==> src/rtl/cache_rd_arbiter_if.sv <==
// Signal bundle between the cache read ports, the write-buffer hazard inputs and the AXI AR/R channel.
// The master modport is the arbiter's side; the slave modport is the caches plus the AXI slave.
interface cache_rd_arbiter_if;
    logic        i_rd_req;
    logic [2:0]  i_rd_type;
    logic [31:0] i_rd_addr;
    logic        i_rd_rdy;
    logic        i_ret_valid;
    logic        d_rd_req;
    logic [2:0]  d_rd_type;
    logic [31:0] d_rd_addr;
    logic        d_rd_rdy;
    logic        d_ret_valid;
    logic        ret_last;
    logic [31:0] ret_data;
    logic        wb_busy;
    logic [31:0] wb_addr;
    logic [3:0]  arid;
    logic [31:0] araddr;
    logic [7:0]  arlen;
    logic [2:0]  arsize;
    logic        arvalid;
    logic        arready;
    logic [3:0]  rid;
    logic [31:0] rdata;
    logic        rlast;
    logic        rvalid;
    logic        rready;

    modport master (
        input  i_rd_req, i_rd_type, i_rd_addr, d_rd_req, d_rd_type, d_rd_addr,
        input  wb_busy, wb_addr, arready, rid, rdata, rlast, rvalid,
        output i_rd_rdy, i_ret_valid, d_rd_rdy, d_ret_valid, ret_last, ret_data,
        output arid, araddr, arlen, arsize, arvalid, rready
    );

    modport slave (
        output i_rd_req, i_rd_type, i_rd_addr, d_rd_req, d_rd_type, d_rd_addr,
        output wb_busy, wb_addr, arready, rid, rdata, rlast, rvalid,
        input  i_rd_rdy, i_ret_valid, d_rd_rdy, d_ret_valid, ret_last, ret_data,
        input  arid, araddr, arlen, arsize, arvalid, rready
    );
endinterface

==> src/rtl/cache_rd_arbiter.sv <==
// Arbitrates icache/dcache reads onto one AXI read channel, one outstanding read per requester,
// with R beats routed back by RID and dcache reads held off while a same-line write is pending.
module cache_rd_arbiter #(
    parameter logic [3:0] I_ID = 4'd0,
    parameter logic [3:0] D_ID = 4'd1
) (
    input logic                clk,
    input logic                rst,
    cache_rd_arbiter_if.master bus
);
    typedef enum logic {AR_IDLE = 1'b0, AR_SEND = 1'b1} ar_state_e;

    ar_state_e   state_q, state_d;
    logic        i_flag_q, d_flag_q, prio_d_q;
    logic [3:0]  arid_q;
    logic [31:0] araddr_q;
    logic [7:0]  arlen_q;
    logic [2:0]  arsize_q;
    logic        hazard, i_elig, d_elig, i_grant, d_grant;
    logic        i_last, d_last, rready;
    logic [2:0]  sel_type;
    logic [31:0] sel_addr;

    function automatic logic [7:0] len_of(input logic [2:0] t);
        return (t == 3'b100) ? 8'd3 : 8'd0;
    endfunction

    function automatic logic [2:0] size_of(input logic [2:0] t);
        case (t)
            3'b000:  return 3'd0;
            3'b001:  return 3'd1;
            default: return 3'd2;
        endcase
    endfunction

    function automatic logic [31:0] addr_of(input logic [2:0] t, input logic [31:0] a);
        return (t == 3'b100) ? {a[31:4], 4'b0} : a;
    endfunction

    assign hazard = bus.wb_busy && (bus.wb_addr[31:4] == bus.d_rd_addr[31:4]);
    assign i_elig = bus.i_rd_req && !i_flag_q;
    assign d_elig = bus.d_rd_req && !d_flag_q && !hazard;

    assign rready = ~rst;
    assign i_last = rready & bus.rvalid & bus.rlast & (bus.rid == I_ID) & i_flag_q;
    assign d_last = rready & bus.rvalid & bus.rlast & (bus.rid == D_ID) & d_flag_q;

    always_ff @(posedge clk) begin
        if (rst) begin
            state_q <= AR_IDLE;
        end else begin
            state_q <= state_d;
        end
    end

    always_comb begin
        state_d = state_q;
        unique case (state_q)
            AR_IDLE: if (i_grant || d_grant) state_d = AR_SEND;
            AR_SEND: if (bus.arready) state_d = AR_IDLE;
            default: state_d = AR_IDLE;
        endcase
    end

    // prio_d_q set means the dcache wins a tie.
    always_comb begin
        i_grant     = 1'b0;
        d_grant     = 1'b0;
        bus.arvalid = 1'b0;
        if (!rst) begin
            if (state_q == AR_IDLE) begin
                d_grant = d_elig && (!i_elig || prio_d_q);
                i_grant = i_elig && !d_grant;
            end
            bus.arvalid = (state_q == AR_SEND);
        end
        bus.i_rd_rdy = i_grant;
        bus.d_rd_rdy = d_grant;
    end

    assign sel_type = d_grant ? bus.d_rd_type : bus.i_rd_type;
    assign sel_addr = d_grant ? bus.d_rd_addr : bus.i_rd_addr;

    always_ff @(posedge clk) begin
        if (rst) begin
            arid_q   <= 4'd0;
            araddr_q <= 32'd0;
            arlen_q  <= 8'd0;
            arsize_q <= 3'd0;
            i_flag_q <= 1'b0;
            d_flag_q <= 1'b0;
            prio_d_q <= 1'b1;
        end else begin
            if (i_grant || d_grant) begin
                arid_q   <= d_grant ? D_ID : I_ID;
                araddr_q <= addr_of(sel_type, sel_addr);
                arlen_q  <= len_of(sel_type);
                arsize_q <= size_of(sel_type);
                prio_d_q <= i_grant;
            end
            if (i_grant) begin
                i_flag_q <= 1'b1;
            end else if (i_last) begin
                i_flag_q <= 1'b0;
            end
            if (d_grant) begin
                d_flag_q <= 1'b1;
            end else if (d_last) begin
                d_flag_q <= 1'b0;
            end
        end
    end

    assign bus.arid        = arid_q;
    assign bus.araddr      = araddr_q;
    assign bus.arlen       = arlen_q;
    assign bus.arsize      = arsize_q;
    assign bus.rready      = rready;
    assign bus.ret_data    = bus.rdata;
    assign bus.ret_last    = bus.rlast;
    assign bus.i_ret_valid = rready & bus.rvalid & (bus.rid == I_ID) & i_flag_q;
    assign bus.d_ret_valid = rready & bus.rvalid & (bus.rid == D_ID) & d_flag_q;
endmodule

==> src/flat_wrapper.sv <==
// flat-port wrapper written by rule: the top's interface ports become plain ports
module cache_rd_arbiter_flat 
#(
    parameter logic [3:0] I_ID = 4'd0,
    parameter logic [3:0] D_ID = 4'd1
)
  (clk, rst, bus_i_rd_req, bus_i_rd_type, bus_i_rd_addr, bus_d_rd_req, bus_d_rd_type, bus_d_rd_addr, bus_wb_busy, bus_wb_addr, bus_arready, bus_rid, bus_rdata, bus_rlast, bus_rvalid, bus_i_rd_rdy, bus_i_ret_valid, bus_d_rd_rdy, bus_d_ret_valid, bus_ret_last, bus_ret_data, bus_arid, bus_araddr, bus_arlen, bus_arsize, bus_arvalid, bus_rready);
  cache_rd_arbiter_if bus_i ();
  input logic clk;
  input logic rst;
  input wire logic [$bits(bus_i.i_rd_req)-1:0] bus_i_rd_req;
  input wire logic [$bits(bus_i.i_rd_type)-1:0] bus_i_rd_type;
  input wire logic [$bits(bus_i.i_rd_addr)-1:0] bus_i_rd_addr;
  input wire logic [$bits(bus_i.d_rd_req)-1:0] bus_d_rd_req;
  input wire logic [$bits(bus_i.d_rd_type)-1:0] bus_d_rd_type;
  input wire logic [$bits(bus_i.d_rd_addr)-1:0] bus_d_rd_addr;
  input wire logic [$bits(bus_i.wb_busy)-1:0] bus_wb_busy;
  input wire logic [$bits(bus_i.wb_addr)-1:0] bus_wb_addr;
  input wire logic [$bits(bus_i.arready)-1:0] bus_arready;
  input wire logic [$bits(bus_i.rid)-1:0] bus_rid;
  input wire logic [$bits(bus_i.rdata)-1:0] bus_rdata;
  input wire logic [$bits(bus_i.rlast)-1:0] bus_rlast;
  input wire logic [$bits(bus_i.rvalid)-1:0] bus_rvalid;
  output wire logic [$bits(bus_i.i_rd_rdy)-1:0] bus_i_rd_rdy;
  output wire logic [$bits(bus_i.i_ret_valid)-1:0] bus_i_ret_valid;
  output wire logic [$bits(bus_i.d_rd_rdy)-1:0] bus_d_rd_rdy;
  output wire logic [$bits(bus_i.d_ret_valid)-1:0] bus_d_ret_valid;
  output wire logic [$bits(bus_i.ret_last)-1:0] bus_ret_last;
  output wire logic [$bits(bus_i.ret_data)-1:0] bus_ret_data;
  output wire logic [$bits(bus_i.arid)-1:0] bus_arid;
  output wire logic [$bits(bus_i.araddr)-1:0] bus_araddr;
  output wire logic [$bits(bus_i.arlen)-1:0] bus_arlen;
  output wire logic [$bits(bus_i.arsize)-1:0] bus_arsize;
  output wire logic [$bits(bus_i.arvalid)-1:0] bus_arvalid;
  output wire logic [$bits(bus_i.rready)-1:0] bus_rready;
  assign bus_i.i_rd_req = bus_i_rd_req;
  assign bus_i.i_rd_type = bus_i_rd_type;
  assign bus_i.i_rd_addr = bus_i_rd_addr;
  assign bus_i.d_rd_req = bus_d_rd_req;
  assign bus_i.d_rd_type = bus_d_rd_type;
  assign bus_i.d_rd_addr = bus_d_rd_addr;
  assign bus_i.wb_busy = bus_wb_busy;
  assign bus_i.wb_addr = bus_wb_addr;
  assign bus_i.arready = bus_arready;
  assign bus_i.rid = bus_rid;
  assign bus_i.rdata = bus_rdata;
  assign bus_i.rlast = bus_rlast;
  assign bus_i.rvalid = bus_rvalid;
  assign bus_i_rd_rdy = bus_i.i_rd_rdy;
  assign bus_i_ret_valid = bus_i.i_ret_valid;
  assign bus_d_rd_rdy = bus_i.d_rd_rdy;
  assign bus_d_ret_valid = bus_i.d_ret_valid;
  assign bus_ret_last = bus_i.ret_last;
  assign bus_ret_data = bus_i.ret_data;
  assign bus_arid = bus_i.arid;
  assign bus_araddr = bus_i.araddr;
  assign bus_arlen = bus_i.arlen;
  assign bus_arsize = bus_i.arsize;
  assign bus_arvalid = bus_i.arvalid;
  assign bus_rready = bus_i.rready;
  cache_rd_arbiter #(.I_ID(I_ID), .D_ID(D_ID)) u_core (.clk(clk), .rst(rst), .bus(bus_i));
endmodule
==> config.mk <==
export PLATFORM = sky130hd
export DESIGN_NAME = cache_rd_arbiter_flat
export DESIGN_NICKNAME = d
export VERILOG_FILES = /design/src/rtl/cache_rd_arbiter_if.sv /design/src/rtl/cache_rd_arbiter.sv /design/src/flat_wrapper.sv
export SDC_FILE = /design/constraint.sdc
export NUM_CORES = 1
export LEC_CHECK = 0
export ABC_AREA = 1
export BUFFER_PORTS_ARGS = -buffer_cell sky130_fd_sc_hd__buf_4
export CAP_MARGIN = 20
export CORE_MARGIN = 4
export CORE_UTILIZATION = 30
export CTS_BUF_LIST = sky130_fd_sc_hd__clkbuf_16
export CTS_CLUSTER_DIAMETER = 200
export DETAILED_ROUTE_END_ITERATION = 16
export MAX_ROUTING_LAYER = met4
export PLACE_DENSITY = 0.74
export SETUP_SLACK_MARGIN = 0.02
export SYNTH_ARGS = -nofsm -noshare
export SYNTH_HDL_FRONTEND = slang
export SYNTH_SLANG_ARGS = --single-unit
==> constraint.sdc <==
create_clock -name clk -period 2.88 [get_ports clk]
set_input_delay 0.144 -clock clk [delete_from_list [all_inputs] [get_ports clk]]
set_output_delay 0.144 -clock clk [all_outputs]
set_load 0.01 [all_outputs]
==> impl_metrics.sql <==
INSERT INTO impl_metrics (metric_group, metric, value, unit) VALUES
('outcome', 'outcome', 'completed', ''),
('yosys', 'post_synthesis_share_of_cell_area_spent_on_xor_and_xnor_gates', '0', '%'),
('sta', 'fin_setup_tns', '0', 'ns'),
('yosys', 'yosys.area.top_type', 'sky130_fd_sc_hd__dfxtp_1', ''),
('global_route', 'largest_net_degree_at_the_start_of_global_routing', '40', ''),
('final_layout', 'num-nets-final', '749', ''),
('clocking', 'ctsResizeCount', '0', ''),
('floorplan', 'fp.dieH', '107', 'um'),
('sta', 'timing.final.crit_share', '71.3', '%'),
('yosys', 'synthesis.area', '2970', 'um^2'),
('final_layout', 'cell_count_final_fillers_out', '736', ''),
('sta', 'post-route-min-period', '2.05', 'ns'),
('power', 'power_share_of_the_sequential_group', '37.1', '%'),
('yosys', 'most_common_library_cells_after_synthesis', '132 x sky130_fd_sc_hd__nand2_1, 82 x sky130_fd_sc_hd__nor2_1, 61 x sky130_fd_sc_hd__inv_1, 45 x sky130_fd_sc_hd__buf_4, 40 x sky130_fd_sc_hd__dfxtp_1', ''),
('global_route', 'overall_routing_resource_usage', '15.8', '%'),
('setup_path', 'timing.critical_path.from_type', 'flop', ''),
('floorplan', 'initial_utilization', '30.6', '%'),
('yosys', 'synthSimpleGateAreaFrac', '33.7', '%'),
('setup_path', 'path_max_fanout', '27', ''),
('power', 'clockPowerShare', '29.6', '%'),
('yosys', 'synth_most_common_cell', 'sky130_fd_sc_hd__nand2_1', ''),
('floorplan', 'floorplan.rows', '36', ''),
('yosys', 'netlist-cell-type-count', '31', ''),
('global_route', 'first_pass_grt_wire_length', '14500', 'um'),
('yosys', 'synth_enable_flop_cells', '0', ''),
('final_layout', 'layout-area-overhead-vs-synth', '36.1', '%'),
('floorplan', 'top_level_ports', '232', ''),
('sta', 'max_clock_freq', '487', 'MHz'),
('clocking', 'cts-htree-levels', '2', ''),
('setup_path', 'crit_path_end_kind', 'output port', ''),
('setup_path', 'r2r-end', 'u_core.bus.arsize[1]', ''),
('floorplan', 'design.die.area', '11500', 'um^2'),
('hold_path', 'min_delay_worst_endpoint', 'u_core.state_q', ''),
('routing', 'post_dr_vias_cell', '4.40', ''),
('place', 'detailedPlacementHpwl', '7340', 'um'),
('power', 'p_leak', '2.28', 'nW'),
('floorplan', 'die_width', '107', 'um'),
('global_route', 'antenna_violations_before_repair', '0', ''),
('sta', 'tightest_slew', '1.11', 'ns'),
('yosys', 'synth_compound_gate_area_share', '14.2', '%'),
('clocking', 'clock_path_buffers', '2', ''),
('yosys', 'synth_ff_type', 'sky130_fd_sc_hd__dfxtp_1', ''),
('yosys', 'mean_instance_size_in_the_synthesized_netlist', '6.04', 'um^2'),
('yosys', 'synth_cells', '491', ''),
('yosys', 'synth_top_family_by_area', 'simple AND/OR/NAND/NOR gates', ''),
('routing', 'route.vias.total', '3239', ''),
('setup_path', 'rrSetupSlack', '1.02', 'ns'),
('sta', 'maxSlewHeadroom', '26.2', '%'),
('routing', 'totalWireLength', '9290', 'um'),
('global_route', 'first_global_vias', '3162', ''),
('yosys', 'post_synthesis_share_of_cell_area_spent_on_full_adders_half_adders_and_majority_gates', '0', '%'),
('routing', 'detail_route.drc_violations', '0', ''),
('sta', 'hold-worst-slack', '0.0390', 'ns'),
('power', 'p_sw', '0.569', 'mW'),
('setup_path', 'cp_slowest_cell', 'sky130_fd_sc_hd__dfxtp_1', ''),
('place', 'gp_congestion', '0.806', ''),
('power', 'power.share.switching', '31.8', '%'),
('routing', 'detailedRoute.firstIterationViolations', '162', ''),
('place', 'io_buffers', '153', ''),
('setup_path', 'critPathKind', 'reg2out', ''),
('sta', 'report.final.hold_viol_count', '0', ''),
('clocking', 'worstSkewPairLatency', '0.28', 'ns'),
('yosys', 'synth.ff_latch_count', '40', ''),
('job', 'maxCapViolations', '0', ''),
('place', 'numPlacedInstances', '729', ''),
('power', 'cellInternalPower', '1.22', 'mW'),
('clocking', 'postCtsSetupBuffers', '0', ''),
('clocking', 'number_of_clock_buffers_inserted_by_tritoncts', '5', ''),
('global_route', 'globalRouteOverflowTotal', '0', ''),
('sta', 'rsz0062_at_grt', 'no', ''),
('sta', 'timing.final.max_slew_violations', '0', '');
## area by class of cell
| class | count | area, um^2 |
|---|---|---|
| multi-input combinational | 319 | 1460 |
| sequential | 40 | 801 |
| tap | 133 | 166 |
| inverter | 80 | 300 |
| timing repair buffer | 157 | 1180 |
| clock inverter | 2 | 8.76 |
| clock buffer | 5 | 125 |
| fill | 1012 | 5650 |
## kinds of logic after synthesis
group                  after synthesis
AND/OR/NAND/NOR                    243
AO/OA/AOI/OAI                       66
flip-flops                          40
other                                1
buffers and inverters              141
## metal layers
metal	GRT usage [%]	up-vias	wire length, um
met5	-	-	0
met4	3.79	0	140
met3	3.24	16	642
met2	27.5	126	4620
met1	18.8	1420	3880
li1	-	1677	-
## cells in the final DEF, fill, tap and decap left out, types with 4 or more instances in the layout
master,n
sky130_fd_sc_hd__nand3_1,16
sky130_fd_sc_hd__nor2_1,82
sky130_fd_sc_hd__a211oi_1,24
sky130_fd_sc_hd__o211a_1,4
sky130_fd_sc_hd__buf_4,157
sky130_fd_sc_hd__conb_1,10
sky130_fd_sc_hd__inv_1,62
sky130_fd_sc_hd__o21ai_0,21
sky130_fd_sc_hd__clkbuf_16,5
sky130_fd_sc_hd__a21oi_1,7
sky130_fd_sc_hd__dfxtp_1,40
sky130_fd_sc_hd__nand2_1,132
sky130_fd_sc_hd__inv_2,15
sky130_fd_sc_hd__o21ai_1,7
sky130_fd_sc_hd__clkinv_1,4
## worst max-delay path by stage
stage / startpoint / endpoint
2_1_floorplan: u_core.i_flag_q / u_core.bus.araddr[10]
3_3_place_gp: bus_d_rd_addr[16] / u_core.bus.araddr[13]
6_report: u_core.i_flag_q / bus_d_rd_rdy
3_5_place_dp: bus_d_rd_addr[16] / u_core.bus.araddr[13]
5_1_grt: u_core.i_flag_q / bus_d_rd_rdy
4_1_cts: u_core.i_flag_q / bus_d_rd_rdy
## through the flow
| step | utilization, % | setup slack, ns | area (um^2) |
|---|---|---|---|
| after global placement | 40.3 | 0.804 | 3900 |
| after detailed placement | 40.3 | 0.785 | 3900 |
| after global routing | 41.7 | 0.659 | 4040 |
| after CTS | 41.7 | 0.774 | 4040 |
| after floorplan | - | 1.35 | 3000 |
| final | 41.7 | 0.825 | 4040 |
## power by group through the flow
| stage | combinational [mW] | sequential, mW | clock [mW] |
|---|---|---|---|
| 6_report | 0.595 | 0.663 | 0.530 |
| 5_1_grt | 0.662 | 0.671 | 0.576 |
| 4_1_cts | 0.604 | 0.664 | 0.555 |
| 3_5_place_dp | 0.603 | 0.674 | 0 |
| 3_3_place_gp | 0.593 | 0.672 | 0 |
| 2_1_floorplan | 0.346 | 0.700 | 0 |
## worst max-delay path: cells and delay by family, from the launching register on
kind | cells | cell delay [ns]
buffers and inverters | 6 | 0.86
and+or+nand+nor | 4 | 0.42
DFF | 1 | 0.34
## registers in the layout (all words and copies together) (netlist names)
register / flops
u_core.state_q: 1
u_core.bus.arsize: 2
u_core.i_flag_q: 1
u_core.prio_d_q: 1
u_core.bus.arlen: 1
u_core.d_flag_q: 1
u_core.bus.araddr: 32
u_core.bus.arid: 1
(Power assumes the default switching activity.)
